[config.mk]
export PLATFORM = sky130hd
export DESIGN_NAME = trap_ctrl_flat
export DESIGN_NICKNAME = d
export VERILOG_FILES = /design/src/rtl/trap_pkg.sv /design/src/rtl/trap_ctrl_if.sv /design/src/rtl/trap_ctrl.sv /design/src/flat_wrapper.sv
export SDC_FILE = /design/constraint.sdc
export NUM_CORES = 1
export LEC_CHECK = 0
export CAP_MARGIN = 20
export CORE_MARGIN = 2
export CORE_UTILIZATION = 30
export CTS_CLUSTER_SIZE = 10
export DETAILED_ROUTE_END_ITERATION = 6
export DONT_BUFFER_PORTS = 1
export HOLD_SLACK_MARGIN = 0.1
export PLACE_DENSITY_LB_ADDON = 0.05
export SETUP_SLACK_MARGIN = 0.3
export SLEW_MARGIN = 40
export SYNTH_ARGS = -nofsm -noshare
export SYNTH_HDL_FRONTEND = slang
export SYNTH_SLANG_ARGS = --single-unit
export TNS_END_PERCENT = 10
[constraint.sdc]
create_clock -name clk -period 9.11 [get_ports clk]
set_clock_uncertainty 0.1 [all_clocks]
set_input_delay 0.4555 -clock clk [delete_from_list [all_inputs] [get_ports clk]]
set_output_delay 0.4555 -clock clk [all_outputs]
set_load 0.1 [all_outputs]
[src/rtl/trap_pkg.sv]
// Shared types and constants for the trap controller: FSM state encoding,
// the default drain bound and the mstatus bit positions.
package trap_pkg;

  typedef enum logic [2:0] {
    IDLE,
    DRAIN,
    SAVE,
    REDIRECT,
    RET
  } state_e;

  localparam int DRAIN_MAX_DEFAULT = 15;
  localparam int MSTATUS_MIE_BIT   = 3;
  localparam int MSTATUS_MPIE_BIT  = 7;

endpackage

[src/rtl/trap_ctrl_if.sv]
// Pipeline <-> trap controller signal bundle. The pipeline side is the master
// (drives requests and CSR state); the trap controller is the slave.
interface trap_ctrl_if;

  logic        interrupt;
  logic        exception;
  logic [4:0]  int_code;
  logic [31:0] trap_pc;
  logic [31:0] pc_addr;
  logic        mret;
  logic [31:0] mepc;
  logic        pipe_idle;
  logic        csr_mstatus_we;
  logic [31:0] csr_mstatus_wdata;

  logic        stall;
  logic        flush;
  logic        pc_sel;
  logic [31:0] pc_next;
  logic        mepc_we;
  logic [31:0] mepc_wdata;
  logic        mcause_we;
  logic [31:0] mcause_wdata;
  logic        MIE;
  logic        MPIE;
  logic        busy;

  modport master (
    output interrupt, exception, int_code, trap_pc, pc_addr, mret, mepc,
           pipe_idle, csr_mstatus_we, csr_mstatus_wdata,
    input  stall, flush, pc_sel, pc_next, mepc_we, mepc_wdata, mcause_we,
           mcause_wdata, MIE, MPIE, busy
  );

  modport slave (
    input  interrupt, exception, int_code, trap_pc, pc_addr, mret, mepc,
           pipe_idle, csr_mstatus_we, csr_mstatus_wdata,
    output stall, flush, pc_sel, pc_next, mepc_we, mepc_wdata, mcause_we,
           mcause_wdata, MIE, MPIE, busy
  );

endinterface

[src/rtl/trap_ctrl.sv]
// Machine-mode trap sequencer: drains the pipe, writes mepc/mcause, redirects
// to the handler, and services MRET. All outputs are registered.
module trap_ctrl
  import trap_pkg::*;
#(
  parameter int DRAIN_MAX = DRAIN_MAX_DEFAULT
) (
  input  logic       clk,
  input  logic       reset,
  trap_ctrl_if.slave bus
);

  localparam logic [3:0] DRAIN_LIMIT = 4'(DRAIN_MAX);

  state_e      r_state;
  logic [3:0]  r_cnt;
  logic [29:0] r_trap_pc;
  logic [4:0]  r_code;
  logic [31:0] r_pc_addr;
  logic        r_is_irq;
  logic        r_stall;
  logic        r_flush;
  logic        r_pc_sel;
  logic [31:0] r_pc_next;
  logic        r_mepc_we;
  logic [31:0] r_mepc_wdata;
  logic        r_mcause_we;
  logic [31:0] r_mcause_wdata;
  logic        r_mie;
  logic        r_mpie;

  logic        w_trap_req;
  logic [3:0]  w_cnt_inc;
  logic        w_drain_done;
  logic        w_unused;

  assign w_trap_req = bus.exception | bus.interrupt;
  assign w_cnt_inc  = r_cnt + 4'd1;
  // The counter reaches DRAIN_LIMIT on the same edge that leaves DRAIN, which
  // bounds the drain at DRAIN_MAX cycles.
  assign w_drain_done = bus.pipe_idle | (w_cnt_inc == DRAIN_LIMIT);

  assign w_unused = ^{bus.trap_pc[1:0], bus.csr_mstatus_wdata[31:8],
                      bus.csr_mstatus_wdata[6:4], bus.csr_mstatus_wdata[2:0]};

  always_ff @(posedge clk or posedge reset) begin
    if (reset) begin
      r_state        <= IDLE;
      r_cnt          <= '0;
      r_trap_pc      <= '0;
      r_code         <= '0;
      r_pc_addr      <= '0;
      r_is_irq       <= 1'b0;
      r_stall        <= 1'b0;
      r_flush        <= 1'b0;
      r_pc_sel       <= 1'b0;
      r_pc_next      <= '0;
      r_mepc_we      <= 1'b0;
      r_mepc_wdata   <= '0;
      r_mcause_we    <= 1'b0;
      r_mcause_wdata <= '0;
      r_mie          <= 1'b0;
      r_mpie         <= 1'b0;
    end else begin
      // NOTE: strobes default low every cycle and only the transition into a
      // state raises them; later assignments in the same block win.
      r_stall     <= 1'b0;
      r_flush     <= 1'b0;
      r_pc_sel    <= 1'b0;
      r_mepc_we   <= 1'b0;
      r_mcause_we <= 1'b0;

      unique case (r_state)
        IDLE: begin
          if (bus.csr_mstatus_we) begin
            r_mie  <= bus.csr_mstatus_wdata[MSTATUS_MIE_BIT];
            r_mpie <= bus.csr_mstatus_wdata[MSTATUS_MPIE_BIT];
          end
          if (w_trap_req) begin
            r_trap_pc <= bus.trap_pc[31:2];
            r_code    <= bus.int_code;
            r_pc_addr <= bus.pc_addr;
            r_is_irq  <= ~bus.exception;
            r_cnt     <= '0;
            r_stall   <= 1'b1;
            r_state   <= DRAIN;
          end else if (bus.mret) begin
            r_flush   <= 1'b1;
            r_pc_sel  <= 1'b1;
            r_pc_next <= bus.mepc;
            r_mie     <= r_mpie;
            r_mpie    <= 1'b1;
            r_state   <= RET;
          end
        end

        DRAIN: begin
          r_stall <= 1'b1;
          r_cnt   <= w_cnt_inc;
          if (w_drain_done) begin
            r_mepc_we      <= 1'b1;
            r_mcause_we    <= 1'b1;
            r_mepc_wdata   <= {r_trap_pc, 2'b00};
            r_mcause_wdata <= {r_is_irq, 26'b0, r_code};
            r_state        <= SAVE;
          end
        end

        SAVE: begin
          r_mpie    <= r_mie;
          r_mie     <= 1'b0;
          r_flush   <= 1'b1;
          r_pc_sel  <= 1'b1;
          r_pc_next <= r_pc_addr;
          r_state   <= REDIRECT;
        end

        REDIRECT: r_state <= IDLE;
        RET:      r_state <= IDLE;
        default:  r_state <= IDLE;
      endcase
    end
  end

  assign bus.stall        = r_stall;
  assign bus.flush        = r_flush;
  assign bus.pc_sel       = r_pc_sel;
  assign bus.pc_next      = r_pc_next;
  assign bus.mepc_we      = r_mepc_we;
  assign bus.mepc_wdata   = r_mepc_wdata;
  assign bus.mcause_we    = r_mcause_we;
  assign bus.mcause_wdata = r_mcause_wdata;
  assign bus.MIE          = r_mie;
  assign bus.MPIE         = r_mpie;
  assign bus.busy         = (r_state != IDLE);

endmodule

[src/flat_wrapper.sv]
// flat-port wrapper written by rule: the top's interface ports become plain ports
module trap_ctrl_flat import trap_pkg::*;
#(
  parameter int DRAIN_MAX = DRAIN_MAX_DEFAULT
)
  (clk, reset, bus_interrupt, bus_exception, bus_int_code, bus_trap_pc, bus_pc_addr, bus_mret, bus_mepc, bus_pipe_idle, bus_csr_mstatus_we, bus_csr_mstatus_wdata, bus_stall, bus_flush, bus_pc_sel, bus_pc_next, bus_mepc_we, bus_mepc_wdata, bus_mcause_we, bus_mcause_wdata, bus_MIE, bus_MPIE, bus_busy);
  trap_ctrl_if bus_i ();
  input  logic clk;
  input  logic reset;
  input wire logic [$bits(bus_i.interrupt)-1:0] bus_interrupt;
  input wire logic [$bits(bus_i.exception)-1:0] bus_exception;
  input wire logic [$bits(bus_i.int_code)-1:0] bus_int_code;
  input wire logic [$bits(bus_i.trap_pc)-1:0] bus_trap_pc;
  input wire logic [$bits(bus_i.pc_addr)-1:0] bus_pc_addr;
  input wire logic [$bits(bus_i.mret)-1:0] bus_mret;
  input wire logic [$bits(bus_i.mepc)-1:0] bus_mepc;
  input wire logic [$bits(bus_i.pipe_idle)-1:0] bus_pipe_idle;
  input wire logic [$bits(bus_i.csr_mstatus_we)-1:0] bus_csr_mstatus_we;
  input wire logic [$bits(bus_i.csr_mstatus_wdata)-1:0] bus_csr_mstatus_wdata;
  output wire logic [$bits(bus_i.stall)-1:0] bus_stall;
  output wire logic [$bits(bus_i.flush)-1:0] bus_flush;
  output wire logic [$bits(bus_i.pc_sel)-1:0] bus_pc_sel;
  output wire logic [$bits(bus_i.pc_next)-1:0] bus_pc_next;
  output wire logic [$bits(bus_i.mepc_we)-1:0] bus_mepc_we;
  output wire logic [$bits(bus_i.mepc_wdata)-1:0] bus_mepc_wdata;
  output wire logic [$bits(bus_i.mcause_we)-1:0] bus_mcause_we;
  output wire logic [$bits(bus_i.mcause_wdata)-1:0] bus_mcause_wdata;
  output wire logic [$bits(bus_i.MIE)-1:0] bus_MIE;
  output wire logic [$bits(bus_i.MPIE)-1:0] bus_MPIE;
  output wire logic [$bits(bus_i.busy)-1:0] bus_busy;
  assign bus_i.interrupt = bus_interrupt;
  assign bus_i.exception = bus_exception;
  assign bus_i.int_code = bus_int_code;
  assign bus_i.trap_pc = bus_trap_pc;
  assign bus_i.pc_addr = bus_pc_addr;
  assign bus_i.mret = bus_mret;
  assign bus_i.mepc = bus_mepc;
  assign bus_i.pipe_idle = bus_pipe_idle;
  assign bus_i.csr_mstatus_we = bus_csr_mstatus_we;
  assign bus_i.csr_mstatus_wdata = bus_csr_mstatus_wdata;
  assign bus_stall = bus_i.stall;
  assign bus_flush = bus_i.flush;
  assign bus_pc_sel = bus_i.pc_sel;
  assign bus_pc_next = bus_i.pc_next;
  assign bus_mepc_we = bus_i.mepc_we;
  assign bus_mepc_wdata = bus_i.mepc_wdata;
  assign bus_mcause_we = bus_i.mcause_we;
  assign bus_mcause_wdata = bus_i.mcause_wdata;
  assign bus_MIE = bus_i.MIE;
  assign bus_MPIE = bus_i.MPIE;
  assign bus_busy = bus_i.busy;
  trap_ctrl #(.DRAIN_MAX(DRAIN_MAX)) u_core (.clk(clk), .reset(reset), .bus(bus_i));
endmodule
Yosys cells after proc, flatten, opt, wreduce, memory -nomap -nowiden

Index checks and enable logic that the tools add are counted.
W data, S select, Z words.

Add/subtract/negate cells: 1
Eq/ne operators: 8
Multiplexer cells: 24
Bitwise operators: 3
Reduce and logical (&&, ||, !) cells: 9

Operators by type and width:

| cell                  | count |
|---|---|
| $mux W32              | 2 |
| $pmux W32 S2          | 1 |
| $mux W1               | 11 |
| $mux W3               | 3 |
| $pmux W3 S3           | 1 |
| $pmux W1 S2           | 4 |
| $pmux W4 S2           | 1 |
| $reduce_and A2 Y1     | 4 |
| $add A4 B1 Y4 const B | 1 |
| $eq A4 B4 Y1 const B  | 1 |
| $mux W4               | 1 |
| $ne A2 B1 Y1 const B  | 2 |
| $ne A2 B2 Y1 const B  | 2 |
| $reduce_bool A2 Y1    | 2 |
| $eq A3 B1 Y1 const B  | 1 |
| $eq A3 B2 Y1 const B  | 1 |
| $logic_not A3 Y1      | 1 |
| $ne A3 B2 Y1 const B  | 1 |
| $reduce_and A3 Y1     | 1 |
| $reduce_bool A3 Y1    | 1 |
| $or A1 B1 Y1          | 2 |
| $not A1 Y1            | 1 |

Flip-flop bits (word level): 148
Input port bits: 140
Logic and storage cells: 59

Depth between registers and ports, before layout

Word-level depth: 5
Depth in mapped cells: 7
Mapped depth without buffers: 5

Worst setup path after synthesis

No wires, ideal clock.

Path type: reg2reg
From: register u_core.r_state[2]
To: register u_core.r_pc_addr[0]
Setup time: 0.125 ns
Arrival: 1.916 ns
Data required time: 8.885 ns
Path slack: 6.970 ns
Stages on the path, launching flop included: 7
Clock period less this slack: 2.140 ns
Cells stage by stage: dfrtp_1 -> nor3_1 -> inv_2 -> nor2_4 -> buf_4 -> buf_4 -> mux2_2

Longest elaborated chain between the ends: 2

RTL lines:

| item                        | RTL line        | text |
|---|---|---|
| start, declared             | trap_ctrl.sv:15 | `state_e r_state;` |
| start signal, assigned      | trap_ctrl.sv:48 | `r_state <= IDLE;` |
| start signal, assigned      | trap_ctrl.sv:86 | `r_state <= DRAIN;` |
| start signal, assigned      | trap_ctrl.sv:93 | `r_state <= RET;` |
| $logic_not A3 Y1            | trap_ctrl.sv:73 | `unique case (r_state)` |
| $reduce_and A2 Y1 (no line) | -               |  |
| end signal, assigned        | trap_ctrl.sv:82 | `r_pc_addr <= bus.pc_addr;` |
| end, declared               | trap_ctrl.sv:19 | `logic [31:0] r_pc_addr;` |

Every way passes these cells.
A chain may end at the register's enable or synchronous reset.

Worst setup path in the final report

From: register u_core.r_state[1]
To: register u_core.r_pc_addr[20]

The elaborated chain is that of the path after synthesis.

==> flow_summary.toml <==
[yosys]
netlist_area_sq_um = 6235
yosys.area.top_type = "dfrtp_1"
yosysWarnings = 0
synth_cell_type_count = 36
synthTopCellsByArea = "dfrtp_1, mux2_2, mux2i_1, mux2_4, buf_4"
synth_cells = 451
synthFlopType = "dfrtp_1"
yosysTopAreaCellShare_pct = 59.40
synth_top_family_by_area = "multiplexers"
synth_compound_area_share_pct = 4.596
synth_edf_count = 0
yosysSeqAreaShare_pct = 59.40
syn-mean-instance-area_sq_um = 13.82
synthAdderAreaFrac_pct = 0.4014
synth_xor_area_share_pct = 0.1405
ys_async_sr_fraction_pct = 100.0
ys_seq_elements = 148
synth-simple-area-share_pct = 3.612
synth_mux_area_share_pct = 25.43

[critical_path]
cp.arrival_ps = 3400
crit_start = "u_core.r_state[1]"
worstPathMaxFanout = 48
worstSetupPathType = "flop to flop"
slowest_delay_ps = 670
cpMaxStageDelayCell = "buf_4"
worst_setup_path_end_kind = "flop"
worstPathCellList = "nor3_1 -> inv_2 -> nor2_4 -> buf_4 -> mux2_2"
startpoint_type = "flop"
required_ps = 9310
timing.rr.start = "u_core.r_state[1]"

[sta]
rsz0062_at_grt = "no"
whs_ps = 132.7
finalHoldViolations = 0
setup_violations = 0
slew_violations = 0
period_share_pct = 35.14
fmax_mhz = 312.4
finalCriticalPeriod_ps = 3201
finalSetupTns_ps = 0
maxSlewHeadroom_pct = 40.23
worst_pin_slew_ps = 896.5

[clock_tree]
cts_setup_buffers = 0
cts_buffers = 17
path_clk_slew_ps = 60
cts_root_buf = "clkbuf_16"
clock_sinks = 148
holdBufCountCts = 69
htree_levels = 4
cts_tree = "done"
ctsResizeCount = 0
clkLatencyLatePin_ps = 410
cts.path.max_buffers = 2

[final_layout]
antennaDiodeCount = 0
nNetsFinal = 664
syn_to_final_growth_pct = 26.17
drive_above_1_share_pct = 40.93

[drt]
routedWlPerCell_um = 17.33
antenna_left = 0
routed_wl_um = 13950
drt-pass1-iter-count = 4
drc = 0
vias = 3557
drt_iter0_drc = 129
via_per_inst = 4.419

[die]
rows = 52
io-pin-count = 244
dieArea_sq_um = 21950
start_util_pct = 30.71
coreArea_sq_um = 20300
die-width_um = 148.2
die_h_um = 148.2

[run]
cap_violations = 0

[global_routing]
grt_pass1_wl_um = 21960
antenna_found_initial = 0
grt_start_max_net_pins = 84
overflow = 0
track_usage_pct = 13.04
grt_pass1_vias = 3893

[worst_hold_path]
min_from = "bus_interrupt"
hold_class = "input pin to flop"

[placement]
place_congestion = 0.7113
dp_hpwl_um = 8913
port_buffers = 0

[outcome]
run_status = "finished clean"
-- registers in the layout, indices dropped and copies added, names as in the netlist --
| signal | flops |
|---|---|
| u_core.bus.stall | 1 |
| u_core.bus.flush | 1 |
| u_core.r_is_irq | 1 |
| u_core.r_cnt | 4 |
| u_core.bus.MPIE | 1 |
| u_core.bus.pc_next | 32 |
| u_core.bus.MIE | 1 |
| u_core.bus.mcause_wdata | 6 |
| u_core.r_trap_pc | 30 |
| u_core.r_pc_addr | 32 |
| u_core.r_state | 3 |
| u_core.r_code | 5 |
| u_core.bus.mepc_we | 1 |
| u_core.bus.mepc_wdata | 30 |
-- placed cells by master (no fill, tap or decap), types with 2 or more instances in the layout --
cell	n
mux2i_1	35
o21ai_0	37
buf_4	4
clkinvlp_4	3
ha_1	2
nor2_1	5
inv_8	2
dfrtp_1	78
inv_6	2
dfrtp_4	2
clkinv_4	2
dlygate4sd3_1	71
inv_1	4
mux2_4	20
bufinv_16	5
o22ai_1	2
a21oi_1	5
clkbuf_16	17
conb_1	28
nand2_1	35
mux2_2	83
dfrtp_2	68
-- cell families (layout without fill, tap and decap cells) --
logic type | count (synthesis) | after routing
flops | 148 | 148
other cells | 1 | 28
simple gates | 50 | 50
xor+xnor | 1 | 1
buf+inv | 59 | 116
compound gates | 52 | 52
fa+ha+maj | 2 | 2
mux | 138 | 138
-- worst max-delay path: cells and delay by family, from the launching register on --
family / cells / cell delay [ps]
multiplexers: 1 / 410
AND/OR/NAND/NOR: 2 / 1010
buffers and inverters: 2 / 1020
flip-flops: 1 / 470
-- synthesized netlist by cell type, types with 2 or more instances --
library cell and n:
buf_2 9, mux2i_1 35, o21ai_0 38, buf_4 33
o22ai_1 2, ha_1 2, buf_12 2, nand2_1 35
inv_1 5, a21oi_1 5, nor2_1 5, mux2_2 83
clkbuf_1 8, mux2_4 20, dfrtp_1 148
-- worst paths after layout --
path                                       endpoint  slack [ps]  depth (start not counted)
setup / recovery               u_core.r_pc_addr[20]        5910                          5
hold / removal                      u_core.r_is_irq         130                          2
setup reg to reg               u_core.r_pc_addr[20]        5910                          5
hold reg to reg            u_core.bus.mepc_wdata[5]         400                          1
max in group asynchronous    u_core.bus.pc_next[16]        7260                          3
min in group asynchronous      u_core.r_pc_addr[25]         530                          2
-- area by class of cell --
cell class / instances / area [sq um]
fillers: 1963 / 12430
flip-flops and latches: 148 / 3796
multi-input cells: 271 / 2256
repair buffers: 78 / 783.3
clock buffers: 18 / 439.2
well taps: 270 / 337.8
clock inverters: 14 / 224.0
inverters: 6 / 30.03
-- metal layers --
metal | share of wire [%] | vias to the layer above | global-route usage [%]
met5 | 0 | - | 0
met2 | 48 | 130 | 21.20
met3 | 8.1 | 5 | 5.583
met4 | 0.86 | 0 | 3.429
li1 | - | 1641 | -
met1 | 43 | 1781 | 15.96
-- metrics by stage --
stage | utilization, % | std cells | cell area [sq um] | worst slack (ps)
4_1_cts | 38.50 | 803 | 7816 | 5809
3_5_place_dp | 31.84 | 702 | 6462 | 5819
6_report | 38.75 | 805 | 7866 | 5909
5_1_grt | 38.75 | 805 | 7866 | 5640
2_1_floorplan | - | 478 | 6336 | 4575
3_3_place_gp | 31.35 | 700 | 6365 | 5812
Power is not shown: default switching activity piles up to over one toggle a cycle in this logic, so the estimate is an artifact.
